`src/rtl/ofdm_fch_mod_gen_if.sv`:
```
// FCH generator bus: start/header fields in, BPSK sample stream plus status out.
// Latency: none, wires only.
// Backpressure: a sample moves only when o_valid and i_wayt_output_data are both high.
//
// master : the FCH generator (drives o_* and samples i_*)
// slave  : frame controller / IFFT side (drives i_* and samples o_*)
//   i_start             single-cycle request for one FCH symbol
//   i_data_frame_size   8-bit frame size field, sampled with i_start
//   i_mode              2-bit mode field, sampled with i_start
//   i_wayt_output_data  downstream accept
//   o_data_i / o_data_q DATA_SIZE-bit I/Q sample (Q is always zero)
//   o_valid             sample valid
//   o_fch_counter       samples accepted in the current FCH
//   o_busy / o_done     status: not idle / end-of-symbol pulse
interface ofdm_fch_mod_gen_if #(
    parameter int DATA_SIZE = 16
);
    logic                 i_start;
    logic [7:0]           i_data_frame_size;
    logic [1:0]           i_mode;
    logic                 i_wayt_output_data;
    logic [DATA_SIZE-1:0] o_data_i;
    logic [DATA_SIZE-1:0] o_data_q;
    logic                 o_valid;
    logic [15:0]          o_fch_counter;
    logic                 o_busy;
    logic                 o_done;

    modport master (
        input  i_start, i_data_frame_size, i_mode, i_wayt_output_data,
        output o_data_i, o_data_q, o_valid, o_fch_counter, o_busy, o_done
    );

    modport slave (
        output i_start, i_data_frame_size, i_mode, i_wayt_output_data,
        input  o_data_i, o_data_q, o_valid, o_fch_counter, o_busy, o_done
    );
endinterface

```
`src/rtl/ofdm_fch_mod_gen.sv`:
```
// FCH symbol generator: latches {mode, 6'b0, frame_size, crc8}, repeats it REPEAT times and BPSK-maps it.
// Latency: i_start in cycle 0 gives the first valid sample (k=0) in cycle 2.
// Backpressure: while o_valid && !i_wayt_output_data the sample and o_valid hold and k stalls.
//
// Ports:
//   i_clk      system clock, rising edge
//   i_reset_n  asynchronous active-low reset; abandons any partial symbol without o_done
//   bus        ofdm_fch_mod_gen_if.master (start/fields in, I/Q samples and status out)
// Optional build macro OFDM_FCH_SCRAMBLE_EN: XOR each header bit with a x^7+x^4+1 PRBS
// (seed 7'h7F at LOAD, output s[6]^s[3], advanced once per accepted header sample).
module ofdm_fch_mod_gen #(
    parameter int          DATA_SIZE  = 16,
    parameter int          N_CARRIERS = 64,
    parameter int          REPEAT     = 2,
    parameter logic [15:0] AMPLITUDE  = 16'h5A82
) (
    input  logic                 i_clk,
    input  logic                 i_reset_n,
    ofdm_fch_mod_gen_if.master   bus
);

    localparam int KW = $clog2(N_CARRIERS);

    // Header-carrier count and last index, sized so the compares below are width-exact.
    localparam logic [KW:0]   HDR_LEN = (KW+1)'(24 * REPEAT);
    localparam logic [KW-1:0] K_LAST  = KW'(N_CARRIERS - 1);

    // Sign-extend or truncate the 16-bit amplitude to the sample width.
    localparam logic [DATA_SIZE-1:0] AMP_POS = DATA_SIZE'($signed(AMPLITUDE));
    localparam logic [DATA_SIZE-1:0] AMP_NEG = DATA_SIZE'(0) - AMP_POS;

    generate
        if (N_CARRIERS < 24 * REPEAT) begin : g_bad_carriers
            $error("ofdm_fch_mod_gen: N_CARRIERS must be >= 24*REPEAT");
        end
        if (REPEAT < 1 || REPEAT > 4) begin : g_bad_repeat
            $error("ofdm_fch_mod_gen: REPEAT must be in 1..4");
        end
    endgenerate

    typedef enum logic [1:0] {
        IDLE = 2'd0,
        LOAD = 2'd1,
        SEND = 2'd2,
        DONE = 2'd3
    } state_t;

    // CRC-8, poly 0x07, init 0x00, MSB-first over the 16 upper header bits.
    function automatic logic [7:0] crc8(input logic [15:0] d);
        logic [7:0] c;
        logic       fb;
        c = 8'h00;
        for (int i = 15; i >= 0; i--) begin
            fb = c[7] ^ d[i];
            c  = {c[6:0], 1'b0} ^ (fb ? 8'h07 : 8'h00);
        end
        return c;
    endfunction

    // Header carriers carry +/-AMPLITUDE (bit 1 -> negative); the rest are null carriers.
    function automatic logic [DATA_SIZE-1:0] map_sample(
        input logic [23:0] hdr,
        input logic [4:0]  idx,
        input logic        in_hdr,
        input logic        scr
    );
        logic b;
        b = hdr[5'd23 - idx] ^ scr;
        if (!in_hdr) return '0;
        return b ? AMP_NEG : AMP_POS;
    endfunction

    state_t               state_q;
    logic [23:0]          hdr_q;
    logic [KW-1:0]        k_q;
    logic [4:0]           idx_q;      // k mod 24, kept as its own wrapping counter
    logic [DATA_SIZE-1:0] data_i_q;
    logic                 valid_q;
    logic [15:0]          cnt_q;
    logic                 busy_q;
    logic                 done_q;

    logic [15:0]          hdr_hi;
    logic [KW-1:0]        k_d;
    logic [4:0]           idx_d;
    logic [DATA_SIZE-1:0] data_i_d;
    logic                 accept;
    logic                 scr_seed;
    logic                 scr_d;

`ifdef OFDM_FCH_SCRAMBLE_EN
    localparam logic [6:0] PRBS_SEED = 7'h7F;
    logic [6:0] prbs_q;
    logic [6:0] prbs_d;
`endif

    assign hdr_hi = {bus.i_mode, 6'b0, bus.i_data_frame_size};
    assign accept = valid_q && bus.i_wayt_output_data;

    // Next-sample datapath: values that take effect when the current sample is accepted.
    always_comb begin
        k_d      = k_q + 1'b1;
        idx_d    = (idx_q == 5'd23) ? 5'd0 : idx_q + 5'd1;
`ifdef OFDM_FCH_SCRAMBLE_EN
        // PRBS only steps on header carriers, so null carriers never consume sequence bits.
        prbs_d   = ({1'b0, k_q} < HDR_LEN) ? {prbs_q[5:0], prbs_q[6] ^ prbs_q[3]} : prbs_q;
        scr_d    = prbs_d[6] ^ prbs_d[3];
        scr_seed = PRBS_SEED[6] ^ PRBS_SEED[3];
`else
        scr_d    = 1'b0;
        scr_seed = 1'b0;
`endif
        data_i_d = map_sample(hdr_q, idx_d, ({1'b0, k_d} < HDR_LEN), scr_d);
    end

    always_ff @(posedge i_clk or negedge i_reset_n) begin
        if (!i_reset_n) begin
            state_q  <= IDLE;
            hdr_q    <= '0;
            k_q      <= '0;
            idx_q    <= '0;
            data_i_q <= '0;
            valid_q  <= 1'b0;
            cnt_q    <= '0;
            busy_q   <= 1'b0;
            done_q   <= 1'b0;
`ifdef OFDM_FCH_SCRAMBLE_EN
            prbs_q   <= PRBS_SEED;
`endif
        end else begin
            unique case (state_q)
                IDLE: begin
                    done_q <= 1'b0;
                    if (bus.i_start) begin
                        hdr_q   <= {hdr_hi, crc8(hdr_hi)};
                        cnt_q   <= '0;
                        busy_q  <= 1'b1;
                        state_q <= LOAD;
                    end
                end
                LOAD: begin
                    k_q      <= '0;
                    idx_q    <= '0;
`ifdef OFDM_FCH_SCRAMBLE_EN
                    prbs_q   <= PRBS_SEED;
`endif
                    // Sample 0 is always a header carrier since N_CARRIERS >= 24*REPEAT >= 24.
                    data_i_q <= map_sample(hdr_q, 5'd0, 1'b1, scr_seed);
                    valid_q  <= 1'b1;
                    state_q  <= SEND;
                end
                SEND: begin
                    if (accept) begin
                        cnt_q <= cnt_q + 16'd1;
                        if (k_q == K_LAST) begin
                            valid_q  <= 1'b0;
                            data_i_q <= '0;
                            done_q   <= 1'b1;
                            state_q  <= DONE;
                        end else begin
                            k_q      <= k_d;
                            idx_q    <= idx_d;
`ifdef OFDM_FCH_SCRAMBLE_EN
                            prbs_q   <= prbs_d;
`endif
                            data_i_q <= data_i_d;
                        end
                    end
                end
                DONE: begin
                    done_q  <= 1'b0;
                    busy_q  <= 1'b0;
                    state_q <= IDLE;
                end
                default: state_q <= IDLE;
            endcase
        end
    end

    assign bus.o_data_i      = data_i_q;
    assign bus.o_data_q      = '0;
    assign bus.o_valid       = valid_q;
    assign bus.o_fch_counter = cnt_q;
    assign bus.o_busy        = busy_q;
    assign bus.o_done        = done_q;

endmodule

```
`src/flat_wrapper.sv`:
```
// flat-port wrapper written by rule: the top's interface ports become plain ports
module ofdm_fch_mod_gen_flat 
#(
    parameter int          DATA_SIZE  = 16,
    parameter int          N_CARRIERS = 64,
    parameter int          REPEAT     = 2,
    parameter logic [15:0] AMPLITUDE  = 16'h5A82
)
  (i_clk, i_reset_n, bus_i_start, bus_i_data_frame_size, bus_i_mode, bus_i_wayt_output_data, bus_o_data_i, bus_o_data_q, bus_o_valid, bus_o_fch_counter, bus_o_busy, bus_o_done);
  ofdm_fch_mod_gen_if #(.DATA_SIZE(DATA_SIZE)) bus_i ();
  input  logic i_clk;
  input  logic i_reset_n;
  input wire logic [$bits(bus_i.i_start)-1:0] bus_i_start;
  input wire logic [$bits(bus_i.i_data_frame_size)-1:0] bus_i_data_frame_size;
  input wire logic [$bits(bus_i.i_mode)-1:0] bus_i_mode;
  input wire logic [$bits(bus_i.i_wayt_output_data)-1:0] bus_i_wayt_output_data;
  output wire logic [$bits(bus_i.o_data_i)-1:0] bus_o_data_i;
  output wire logic [$bits(bus_i.o_data_q)-1:0] bus_o_data_q;
  output wire logic [$bits(bus_i.o_valid)-1:0] bus_o_valid;
  output wire logic [$bits(bus_i.o_fch_counter)-1:0] bus_o_fch_counter;
  output wire logic [$bits(bus_i.o_busy)-1:0] bus_o_busy;
  output wire logic [$bits(bus_i.o_done)-1:0] bus_o_done;
  assign bus_i.i_start = bus_i_start;
  assign bus_i.i_data_frame_size = bus_i_data_frame_size;
  assign bus_i.i_mode = bus_i_mode;
  assign bus_i.i_wayt_output_data = bus_i_wayt_output_data;
  assign bus_o_data_i = bus_i.o_data_i;
  assign bus_o_data_q = bus_i.o_data_q;
  assign bus_o_valid = bus_i.o_valid;
  assign bus_o_fch_counter = bus_i.o_fch_counter;
  assign bus_o_busy = bus_i.o_busy;
  assign bus_o_done = bus_i.o_done;
  ofdm_fch_mod_gen #(.DATA_SIZE(DATA_SIZE), .N_CARRIERS(N_CARRIERS), .REPEAT(REPEAT), .AMPLITUDE(AMPLITUDE)) u_core (.i_clk(i_clk), .i_reset_n(i_reset_n), .bus(bus_i));
endmodule
```
`config.mk`:
```
export PLATFORM = sky130hd
export DESIGN_NAME = ofdm_fch_mod_gen_flat
export DESIGN_NICKNAME = d
export VERILOG_FILES = /design/src/rtl/ofdm_fch_mod_gen_if.sv /design/src/rtl/ofdm_fch_mod_gen.sv /design/src/flat_wrapper.sv
export SDC_FILE = /design/constraint.sdc
export NUM_CORES = 1
export LEC_CHECK = 0
export ABC_AREA = 1
export CAP_MARGIN = 20
export CORE_AREA = 4 4 113 104
export CTS_CLUSTER_DIAMETER = 150
export DETAILED_ROUTE_END_ITERATION = 8
export DIE_AREA = 0 0 117 108
export HOLD_SLACK_MARGIN = 0.15
export PLACE_DENSITY = 0.63
export SYNTH_ARGS = -nofsm -noshare
export SYNTH_HDL_FRONTEND = slang
export SYNTH_SLANG_ARGS = --single-unit
```
`constraint.sdc`:
```
create_clock -name i_clk -period 1.7 [get_ports i_clk]
set_input_delay 0.17 -clock i_clk [delete_from_list [all_inputs] [get_ports i_clk]]
set_output_delay 0.17 -clock i_clk [all_outputs]
set_load 0.01 [all_outputs]
```
==> report_table.html <==
<table>
<tr><th>Metric</th><th>Value</th></tr>
<tr><th colspan="2">Critical path</th></tr>
<tr><td>Arrival time reported for the critical path endpoint</td><td>~1.9 ns</td></tr>
<tr><td>Slowest Stage Delay on Critical Path</td><td>around 0.38 ns</td></tr>
<tr><td>Worst setup path category</td><td>reg -&gt; reg</td></tr>
<tr><td>Type of element launching the critical path</td><td>flip-flop</td></tr>
<tr><td>Max FO, Critical Path</td><td>5</td></tr>
<tr><td>Critical path buffers and inverters</td><td>3</td></tr>
<tr><td>Critical path, cell by cell</td><td>ha_2 -&gt; nand2_2 -&gt; inv_2 -&gt; nand2_4 -&gt; buf_6 -&gt; nand3b_1 -&gt; nand3b_1 -&gt; nand3_1 -&gt; nand2_1 -&gt; nand2_1 -&gt; buf_4 -&gt; nand4_1 -&gt; a21oi_2</td></tr>
<tr><td>Critical path capture point type</td><td>flip-flop</td></tr>
<tr><td>Slowest CP cell</td><td>sky130_fd_sc_hd__dfrtp_1</td></tr>
<tr><td>Category of cells accounting for the largest share of critical-path delay</td><td>simple AND/OR/NAND/NOR gates</td></tr>
<tr><td>Worst Path Required</td><td>approximately 1.9 ns</td></tr>
<tr><th colspan="2">Logic synthesis</th></tr>
<tr><td>Mean instance size in the synthesized netlist</td><td>7.90 sq um</td></tr>
<tr><td>Dominant cells by area after synthesis</td><td>sky130_fd_sc_hd__dfrtp_1 42%, sky130_fd_sc_hd__nand2_1 10%, sky130_fd_sc_hd__buf_4 7.0%, sky130_fd_sc_hd__inv_1 5.6%, sky130_fd_sc_hd__o21ai_0 5.0%</td></tr>
<tr><td>Syn Inst Count</td><td>roughly 400</td></tr>
<tr><td>Yosys top cell area share</td><td>0.424</td></tr>
<tr><td>Total number of yosys warnings</td><td>0</td></tr>
<tr><td>Synthesized cell area</td><td>approximately 0.0031 sq mm</td></tr>
<tr><td>Synth area leader</td><td>sky130_fd_sc_hd__dfrtp_1</td></tr>
<tr><td>Portion of the post-synthesis area used by sequential elements</td><td>0.424</td></tr>
<tr><td>Count of distinct cell types in the synthesized netlist</td><td>36</td></tr>
<tr><td>Number of register bits inferred by synthesis</td><td>53</td></tr>
<tr><th colspan="2">Placed design</th></tr>
<tr><td>Final estimated routing congestion in global placement</td><td>around 0.85</td></tr>
<tr><td>Placed cell count</td><td>between 500 and 600</td></tr>
<tr><td>Number of I/O port buffers</td><td>47</td></tr>
<tr><td>DP Wirelength</td><td>around 5.4 mm</td></tr>
<tr><th colspan="2">Route</th></tr>
<tr><td>Post-DR wirelength/cell</td><td>between 10 and 15 um</td></tr>
<tr><td>Antenna-violating nets left</td><td>0</td></tr>
<tr><td>Via density per instance</td><td>roughly 4.5</td></tr>
<tr><td>Number of search-and-repair iterations in the first detailed-routing pass</td><td>5</td></tr>
<tr><td>Overall routed net length</td><td>7.50 mm</td></tr>
<tr><td>Initial detailed-routing violation count</td><td>~150</td></tr>
<tr><td>Routed via count</td><td>between 2000 and 3000</td></tr>
<tr><td>Number of design rule violations left after detail routing</td><td>0</td></tr>
<tr><th colspan="2">Pwr</th></tr>
<tr><td>Lkg Pwr</td><td>2.11 nW</td></tr>
<tr><td>Logic pwr share</td><td>0.566</td></tr>
<tr><td>Total net switching power</td><td>between 0.003 and 0.004 W</td></tr>
<tr><td>Maximum resistive drop on vdd</td><td>0.614 mV</td></tr>
<tr><td>Power Dens Cells</td><td>between 1500 and 2000 mW/mm^2</td></tr>
<tr><td>Clock group share of total power</td><td>0.161</td></tr>
<tr><td>Switching part of the total power</td><td>0.392</td></tr>
<tr><td>Internal power consumption</td><td>approximately 0.005 W</td></tr>
<tr><td>Share of total power in sequential cells</td><td>0.273</td></tr>
<tr><th colspan="2">Layout</th></tr>
<tr><td>Number of nets in the final layout</td><td>507</td></tr>
<tr><td>Area taken by flip-flops and latches</td><td>0.00133 sq mm</td></tr>
<tr><td>Most common cell after layout, fill and taps aside</td><td>sky130_fd_sc_hd__nand2_1</td></tr>
<tr><td>Commonest non-fill, non-tap cells in the layout</td><td>76 x sky130_fd_sc_hd__nand2_1, 52 x sky130_fd_sc_hd__dfrtp_1, 46 x sky130_fd_sc_hd__clkdlybuf4s50_1, 42 x sky130_fd_sc_hd__inv_1, 42 x sky130_fd_sc_hd__buf_4</td></tr>
<tr><td>Share of layout cells above drive strength 1</td><td>0.237</td></tr>
<tr><td>Area of the multi-input gates</td><td>0.00161 sq mm</td></tr>
<tr><td>Antenna fix cells</td><td>0</td></tr>
<tr><td>Final instance count without filler cells</td><td>619</td></tr>
<tr><td>Layout-stage area growth over the synthesis result</td><td>41.8%</td></tr>
<tr><td>Number of filler instances in the final layout</td><td>roughly 1100</td></tr>
<tr><td>Final Core Density</td><td>0.417</td></tr>
<tr><th colspan="2">Global routing</th></tr>
<tr><td>Largest net degree at the start of global routing</td><td>54</td></tr>
<tr><td>All-layer global routing usage</td><td>0.121</td></tr>
<tr><td>Global-route wire length before repair</td><td>roughly 13 mm</td></tr>
<tr><td>Remaining global-route overflow</td><td>0</td></tr>
<tr><td>Number of global-route vias before repair</td><td>about 2800</td></tr>
<tr><td>Initial antenna violation count</td><td>0</td></tr>
<tr><th colspan="2">Timing</th></tr>
<tr><td>Final-layout setup total negative slack</td><td>-0.0658 ns</td></tr>
<tr><td>Clock period minus worst slack</td><td>around 1.7 ns</td></tr>
<tr><td>Total count of max-transition violations in the final report</td><td>0</td></tr>
<tr><td>Number of hold-slack violations in the final timing report</td><td>0</td></tr>
<tr><td>Smallest hold slack</td><td>between 0.3 and 0.4 ns</td></tr>
<tr><td>Final worst-path cycle share</td><td>1.02</td></tr>
<tr><td>Worst-case setup margin in the final layout</td><td>-0.0310 ns</td></tr>
<tr><td>Total setup violations reported at the end of the flow</td><td>4</td></tr>
<tr><td>Setup clock skew after layout</td><td>0.00559 ns</td></tr>
<tr><td>Fmax</td><td>between 500 and 600 MHz</td></tr>
<tr><td>Setup repair after global routing missed its margin</td><td>yes</td></tr>
<tr><th colspan="2">Run</th></tr>
<tr><td>Total of max-cap violations</td><td>0</td></tr>
<tr><th colspan="2">Floorplanning</th></tr>
<tr><td># IOs</td><td>65</td></tr>
<tr><td>Height of the chip</td><td>about 110 um</td></tr>
<tr><td>Initial cell density of the core</td><td>0.294</td></tr>
<tr><td>Core region area</td><td>between 0.01 and 0.015 sq mm</td></tr>
<tr><td>Overall die width</td><td>around 120 um</td></tr>
<tr><td>Number of placement rows</td><td>36</td></tr>
<tr><td>Area of the die</td><td>about 0.013 sq mm</td></tr>
<tr><th colspan="2">Min path</th></tr>
<tr><td>Hold/Removal Path Class</td><td>in -&gt; async</td></tr>
<tr><th colspan="2">CTS</th></tr>
<tr><td>CTS clk-pin slew, worst paths</td><td>about 0.070 ns</td></tr>
<tr><td>Insertion delay of the later-clocked pin in the worst-skew pair</td><td>0.29 ns</td></tr>
<tr><td>Clock buffer count from CTS</td><td>5</td></tr>
<tr><td>Clock root cell</td><td>sky130_fd_sc_hd__clkbuf_16</td></tr>
<tr><td>Worst-case clock buffer depth</td><td>2</td></tr>
<tr><td>Clock tree from TritonCTS</td><td>yes</td></tr>
<tr><td>Number of levels the H-tree was split into</td><td>2</td></tr>
<tr><td>Total clock sinks</td><td>between 50 and 60</td></tr>
<tr><th colspan="2">Outcome</th></tr>
<tr><td>Status</td><td>finished, violations left</td></tr>
<tr><td>Violations in the final reports</td><td>negative setup slack</td></tr>
</table>
synth_stat cells:
cell / number
sky130_fd_sc_hd__inv_2: 5
sky130_fd_sc_hd__nand2_4: 1
sky130_fd_sc_hd__xnor2_1: 8
sky130_fd_sc_hd__o21ai_0: 31
sky130_fd_sc_hd__nor3_1: 4
sky130_fd_sc_hd__nand3_2: 1
sky130_fd_sc_hd__nor2_2: 2
sky130_fd_sc_hd__o21ai_1: 2
sky130_fd_sc_hd__nand3b_1: 3
sky130_fd_sc_hd__o21ai_2: 2
sky130_fd_sc_hd__o21a_1: 3
sky130_fd_sc_hd__mux2_2: 1
sky130_fd_sc_hd__a22oi_1: 2
sky130_fd_sc_hd__o2111ai_1: 1
sky130_fd_sc_hd__dfrtp_1: 53
sky130_fd_sc_hd__nand4_1: 2
sky130_fd_sc_hd__xor2_1: 9
sky130_fd_sc_hd__conb_1: 1
sky130_fd_sc_hd__inv_1: 47
sky130_fd_sc_hd__a21oi_1: 12
sky130_fd_sc_hd__a22o_1: 1
sky130_fd_sc_hd__nor3b_1: 2
sky130_fd_sc_hd__nor2_1: 36
sky130_fd_sc_hd__o31ai_1: 2
sky130_fd_sc_hd__or2_2: 1
sky130_fd_sc_hd__ha_1: 8
sky130_fd_sc_hd__xor2_2: 2
sky130_fd_sc_hd__buf_6: 1
sky130_fd_sc_hd__nand2_1: 85
sky130_fd_sc_hd__buf_4: 29
sky130_fd_sc_hd__nor3_2: 1
sky130_fd_sc_hd__o21bai_1: 1
sky130_fd_sc_hd__clkinv_1: 2
sky130_fd_sc_hd__o22ai_1: 6
sky130_fd_sc_hd__nand3_1: 25
sky130_fd_sc_hd__clkbuf_1: 4
timing repair:
| item | CTS | global route |
|---|---|---|
| gates cloned | 1 | 0 |
| hold buffers | 1 | 0 |
| resized for setup | 28 | 45 |
| setup buffers | 7 | 10 |
| endpoints found under the hold margin | 53 | 0 |
| pin swaps | 5 | 20 |
| endpoints found under the setup margin | 10 | 34 |
final timing paths:
check                                          from  cells past startpoint                     endpoint  slack [ns]
max reg2reg                         u_core.idx_q[1]                     13      u_core.bus.o_data_i[13]       -0.03
min in group i_clk         bus_i_data_frame_size[0]                      3              u_core.hdr_q[8]        0.48
max                                 u_core.idx_q[1]                     13      u_core.bus.o_data_i[13]       -0.03
min                                       i_reset_n                      3  u_core.bus.o_fch_counter[1]        0.40
min reg2reg                         u_core.hdr_q[7]                      2              u_core.hdr_q[7]        0.49
max in group asynchronous                 i_reset_n                      3                u_core.k_q[5]        1.04
kinds of logic (layout without fill, tap and decap cells):
logic type,after synthesis,count (layout),share of synthesized area
AND/OR/NAND/NOR,163,163,0.224
buffers and inverters,88,162,0.143
AO/OA/AOI/OAI,63,63,0.114
flip-flops,53,53,0.424
adder cells (fa/ha/maj),8,8,0.0320
other,1,17,0.00120
XOR/XNOR,19,19,0.0580
multiplexers,1,1,0.00360
through the flow:
step                      instance area (sq um)  setup WS (ns)  total power, W
after CTS                                  4210        -0.0726         0.00757
after global routing                       4430         -0.185         0.00872
after floorplan                            3190         0.0413         0.00441
after global placement                     3870         -0.119         0.00592
after detailed placement                   3870         -0.151         0.00601
final                                      4430        -0.0310         0.00803
worst reg2reg max path, stage by stage, from the launching register on:
cell and delay (ns):
sky130_fd_sc_hd__dfrtp_1 0.38, sky130_fd_sc_hd__ha_2 0.20, sky130_fd_sc_hd__nand2_2 0.07, sky130_fd_sc_hd__inv_2 0.05
sky130_fd_sc_hd__nand2_4 0.12, sky130_fd_sc_hd__buf_6 0.13, sky130_fd_sc_hd__nand3b_1 0.08, sky130_fd_sc_hd__nand3b_1 0.09
sky130_fd_sc_hd__nand3_1 0.09, sky130_fd_sc_hd__nand2_1 0.07, sky130_fd_sc_hd__nand2_1 0.06, sky130_fd_sc_hd__buf_4 0.13
sky130_fd_sc_hd__nand4_1 0.09, sky130_fd_sc_hd__a21oi_2 0.05
power by group through the flow:
stage	Clock, W	Sequential, W	Combinational, W
final	0.00130	0.00219	0.00454
after global routing	0.00138	0.00227	0.00507
after CTS	0.00133	0.00217	0.00407
after detailed placement	0	0.00219	0.00382
after global placement	0	0.00216	0.00376
after floorplan	0	0.00219	0.00222
sequential cells by signal, indices dropped and copies added (netlist names):
signal / count
u_core.state_q: 2
u_core.bus.o_fch_counter: 16
u_core.idx_q: 5
u_core.bus.o_data_i: 3
u_core.bus.o_busy: 1
u_core.k_q: 6
u_core.hdr_q: 18
u_core.bus.o_valid: 1
u_core.bus.o_done: 1
layout make-up:
cell class                      instances  area share
Clock buffer                            5      0.0282
Clock inverter                          3      0.0147
Inverter                               54      0.0483
Multi-Input combinational cell        271       0.364
Sequential cell                        53       0.299
Tap cell                              133      0.0375
Timing Repair Buffer                  100       0.208
layer usage:
layer / track usage / wire length [um] / up-vias
met5: 0 / 0 / -
met4: 0.0197 / 43 / 0
met3: 0.0224 / 350 / 9
met2: 0.206 / 3690 / 72
met1: 0.164 / 3430 / 1335
li1: - / - / 1396
Note: power is estimated with default switching activity, not from simulation.
